File: src/rtl/mem_arbiter.sv
// Two-port SRAM arbiter: instruction fetch and data ports share one SRAM.
// Conflicts alternate between ports; each access takes WAIT_CYCLES cycles.
module mem_arbiter #(
    parameter int ADDR_W      = 32,
    parameter int DATA_W      = 32,
    parameter int WAIT_CYCLES = 3
) (
    input  logic              clk,
    input  logic              rst,
    input  logic              if_req,
    input  logic [ADDR_W-1:0] if_addr,
    output logic [DATA_W-1:0] if_rdata,
    output logic              if_ready,
    input  logic              dm_req,
    input  logic              dm_we,
    input  logic [ADDR_W-1:0] dm_addr,
    input  logic [DATA_W-1:0] dm_wdata,
    output logic [DATA_W-1:0] dm_rdata,
    output logic              dm_ready,
    output logic              sram_en,
    output logic              sram_we,
    output logic [ADDR_W-1:0] sram_addr,
    output logic [DATA_W-1:0] sram_wdata,
    input  logic [DATA_W-1:0] sram_rdata,
    output logic              sel,
    output logic              busy
);

    localparam int CNT_W = (WAIT_CYCLES > 1) ? $clog2(WAIT_CYCLES) : 1;
    localparam logic [CNT_W-1:0] CNT_LAST = CNT_W'(WAIT_CYCLES - 1);

    typedef enum logic [1:0] {
        S_IDLE   = 2'd0,
        S_ACCESS = 2'd1,
        S_DONE   = 2'd2
    } state_t;

    state_t            r_state;
    logic [CNT_W-1:0]  r_cnt;
    logic              r_grant;
    logic              r_we;
    logic [ADDR_W-1:0] r_addr;
    logic [DATA_W-1:0] r_wdata;
    logic              r_sram_en;
    logic              r_sram_we;
    logic              r_if_ready;
    logic              r_dm_ready;
    logic [DATA_W-1:0] r_if_rdata;
    logic [DATA_W-1:0] r_dm_rdata;

    logic              w_any_req;
    logic              w_grant_dm;

    // r_grant doubles as last_grant while idle, so a conflict goes to the other port.
    assign w_any_req  = if_req | dm_req;
    assign w_grant_dm = (if_req && dm_req) ? ~r_grant : dm_req;

    always_ff @(posedge clk) begin
        if (rst) begin
            r_state    <= S_IDLE;
            r_cnt      <= '0;
            r_grant    <= 1'b0;
            r_we       <= 1'b0;
            r_addr     <= '0;
            r_wdata    <= '0;
            r_sram_en  <= 1'b0;
            r_sram_we  <= 1'b0;
            r_if_ready <= 1'b0;
            r_dm_ready <= 1'b0;
            r_if_rdata <= '0;
            r_dm_rdata <= '0;
        end else begin
            r_if_ready <= 1'b0;
            r_dm_ready <= 1'b0;
            case (r_state)
                S_IDLE: begin
                    if (w_any_req) begin
                        r_grant   <= w_grant_dm;
                        r_we      <= w_grant_dm & dm_we;
                        r_addr    <= w_grant_dm ? dm_addr : if_addr;
                        r_wdata   <= dm_wdata;
                        r_cnt     <= '0;
                        r_sram_en <= 1'b1;
                        r_sram_we <= w_grant_dm & dm_we;
                        r_state   <= S_ACCESS;
                    end
                end
                S_ACCESS: begin
                    if (r_cnt == CNT_LAST) begin
                        r_cnt     <= '0;
                        r_sram_en <= 1'b0;
                        r_sram_we <= 1'b0;
                        r_state   <= S_DONE;
                        if (r_grant) begin
                            r_dm_ready <= 1'b1;
                            if (!r_we) r_dm_rdata <= sram_rdata;
                        end else begin
                            r_if_ready <= 1'b1;
                            r_if_rdata <= sram_rdata;
                        end
                    end else begin
                        r_cnt <= r_cnt + 1'b1;
                    end
                end
                S_DONE:  r_state <= S_IDLE;
                default: r_state <= S_IDLE;
            endcase
        end
    end

    assign if_rdata   = r_if_rdata;
    assign if_ready   = r_if_ready;
    assign dm_rdata   = r_dm_rdata;
    assign dm_ready   = r_dm_ready;
    assign sram_en    = r_sram_en;
    assign sram_we    = r_sram_we;
    assign sram_addr  = r_addr;
    assign sram_wdata = r_wdata;
    assign sel        = r_grant;
    assign busy       = (r_state != S_IDLE);

endmodule

File: config.mk
export PLATFORM = sky130hd
export DESIGN_NAME = mem_arbiter
export DESIGN_NICKNAME = d
export VERILOG_FILES = /design/src/rtl/mem_arbiter.sv
export SDC_FILE = /design/constraint.sdc
export NUM_CORES = 1
export LEC_CHECK = 0
export ABC_AREA = 1
export CAP_MARGIN = 20
export CORE_MARGIN = 4
export CORE_UTILIZATION = 38
export CTS_CLUSTER_DIAMETER = 30
export DETAILED_ROUTE_END_ITERATION = 10
export PLACE_DENSITY = 0.87
export SLEW_MARGIN = 5
export SYNTH_ARGS = -nofsm -noshare
export SYNTH_HDL_FRONTEND = slang
export SYNTH_SLANG_ARGS = --single-unit
File: constraint.sdc
create_clock -name clk -period 1.2 [get_ports clk]
set_input_delay 0.24 -clock clk [delete_from_list [all_inputs] [get_ports clk]]
set_output_delay 0.24 -clock clk [all_outputs]
set_load 0.1 [all_outputs]
==> metrics.txt, run 1 <==
hold buffer count at cts 0; synth warn 0; gr ovfl total 0; Clock transition at path regs approximately 0.07 ns; post-synthesis sequential area ratio between 40% and 50%; RD Place Congestion 0.865; ANT cells 0; via count roughly 9k; Pwr Density ~1300 nW/um2; Leak 6.27 nW; GRT busiest layer met2; boundary pin count 267; total clock sinks between 100 and 150; worst-margin pin slew 0.532 ns; Die H approximately 130 um; multi-input logic area ~3800 um2; max-slew violation count 0; drt pass-1 iters 8; startpoint types flip-flop; Placement Cell Area around 10000 um2; initial antenna violation count 0; CP Capture Type flip-flop; status complete, but fails checks; drt initial violations 1168; core area ~15000 um2; peak supply drop about 0.0011 V; first-pass GRT wire length approximately 46000 um; met2 Resource Use GR about three fifths; worst setup margin -0.570 ns; Synth Net Count around 1.0k; Max Fanout on Critical Path 8; ratio of cells with drive above 1 in the final layout between 50% and 60%; Hold Path Sink sram_wdata[20]; launch point of the worst reg-to-reg path r_cnt[1]; met3 usage in global routing a little under a tenth; Setup TNS Final -37.52 ns; f_max 565 MHz; H-tree depth 4; DP HPWL about 15000 um; minimum clock period between 1.5 and 2 ns; sequential cell area between 3000 and 4000 um2; WP data arrival between 2 and 2.5 ns; design area ~14000 um2; routed vias/inst between 5 and 6; Row Count 45; Worst Skew about 0.012 ns; placed insts ~1.4k; CTS Root Cell clkbuf_16; vias in the first global route 8288; CTS tree done; Die Span X 133 um; hold path start dm_wdata[20]; worst-case clock buffer depth 2; hold path depth 3; P&R area growth vs syn 140%; R2R Setup Slk -0.57 ns; worst reg2reg endpoint if_rdata[0]; failing checks setup timing; die area between 15000 and 20000 um2; Slew headroom between 60% and 70%; Final ANT Viol Nets 0; Synth cell types 17; drt drc 0; overall power between 15 and 20 mW; reg2reg path depth 8; Syn Area/Cell 6.52 um2; routing usage on met1 roughly 33%; fin crit share 148%; max-cap violations 0; WHS roughly 0.45 ns; RSZ-0062 raised after global routing yes; CP required about 1.5 ns; Total GRT Usage 33.4%; leading cell type in the layout, fill and taps excluded buf_12; final WL 41600 um; hold crit path type in2reg; most frequent cells in the layout buf_12 (156), clkdlybuf4s50_1 (130), nor2_1 (115); final setup fails about 240; final std cells w/o fill approximately 1.5k; flops & latches, synth about 140; Nets around 1.4k; Worst-Skew Late Latency approximately 0.44 ns; total CTS buffers 17; WS Path Type reg2reg; Mapped Cells 913; effective utilization at floorplan a little under 40%; DR WL/cell ~27 um; Syn Std Cell Area between 5000 and 6000 um2; largest net degree at the start of global routing 62; final hold violations 0; # port buffers roughly 270; fill count approximately 420
==> registers in the layout, indices dropped and copies added (netlist names), 2 cells and up <==
register    flops
dm_rdata       32
if_rdata       32
sram_addr      32
sram_wdata     32
r_cnt           2
r_state         2
==> kinds of logic (layout without fill, tap and decap cells) <==
| family | after synthesis | in the layout | synth area share, % |
|---|---|---|---|
| AND/OR/NAND/NOR | 511 | 511 | 34.1 |
| buffers and inverters | 191 | 596 | 13.4 |
| flip-flops | 138 | 138 | 46.4 |
| AO/OA/AOI/OAI | 73 | 73 | 6.14 |
==> critical path, stage by stage, from the launching register on <==
cell	delay, ns
dfxtp_1	0.49
inv_2	0.09
nor2_2	0.18
nand2_2	0.11
nor2_4	0.13
buf_6	0.15
buf_16	0.14
nor2_2	0.05
nor2_1	0.29
==> repair_timing <==
| item | 4_1_cts | 5_1_grt |
|---|---|---|
| endpoints found under the setup margin | 242 | 270 |
| setup buffers | 60 | 51 |
| resized for setup | 295 | 402 |
| gates cloned | 21 | 5 |
| pin swaps | 74 | 127 |
==> how the worst max path moves through the flow <==
stage	from	end	slack [ns]
floorplan	sel	dm_rdata[10]	-0.08
global placement	dm_req	sram_wdata[23]	-0.44
detailed placement	dm_req	sram_wdata[23]	-0.53
CTS	r_state[1]	busy	-0.23
global route	r_cnt[1]	if_rdata[0]	-0.55
finish	r_cnt[1]	if_rdata[0]	-0.57
==> per-layer routing <==
layer	wire, um	vias to the layer above
li1	-	3526
met1	12900	4101
met2	20000	903
met3	4760	332
met4	4010	0
met5	0	-
==> through the flow <==
| step | setup slack, ns | utilization, % |
|---|---|---|
| floorplan | -0.0808 | - |
| global placement | -0.440 | 68.3 |
| detailed placement | -0.528 | 68.3 |
| CTS | -0.226 | 83.8 |
| global route | -0.549 | 93.7 |
| finish | -0.570 | 93.7 |
==> final cells by class <==
cell class	count	share of cell area [%]
Timing Repair Buffer	427	42.1
Clock inverter	14	1.19
Clock buffer	18	3.07
Sequential cell	138	21.6
Tap cell	211	1.85
Inverter	137	3.69
Multi-Input combinational cell	584	26.5
==> Yosys cell counts <==
master	number	share of area, %
a21oi_1	7	0.59
clkbuf_1	16	1.0
nand3_2	1	0.17
buf_2	19	1.6
o21ai_0	66	5.5
nand2_1	176	11
nor3_1	2	0.17
inv_2	2	0.13
inv_1	135	8.5
buf_4	9	1.1
buf_1	7	0.44
nor2_1	261	16
nor2_4	1	0.19
nor2_2	4	0.42
nand3_1	66	5.5
dfxtp_1	138	46
buf_6	3	0.57
==> report_power, final <==
group	switching, mW	internal, mW	total, mW
Clock	2.50	3.35	5.85
Combinational	4.21	2.81	7.02
Sequential	0.406	4.88	5.28
Total	7.12	11.0	18.1
Note: power is estimated with default switching activity, not from simulation.
==> run 2: changes to the inputs <==
HOLD_SLACK_MARGIN = 0.08   (was not set)
==> results of run 2 <==
No change in the layout: final DEF, timing and power equal those of run 1.
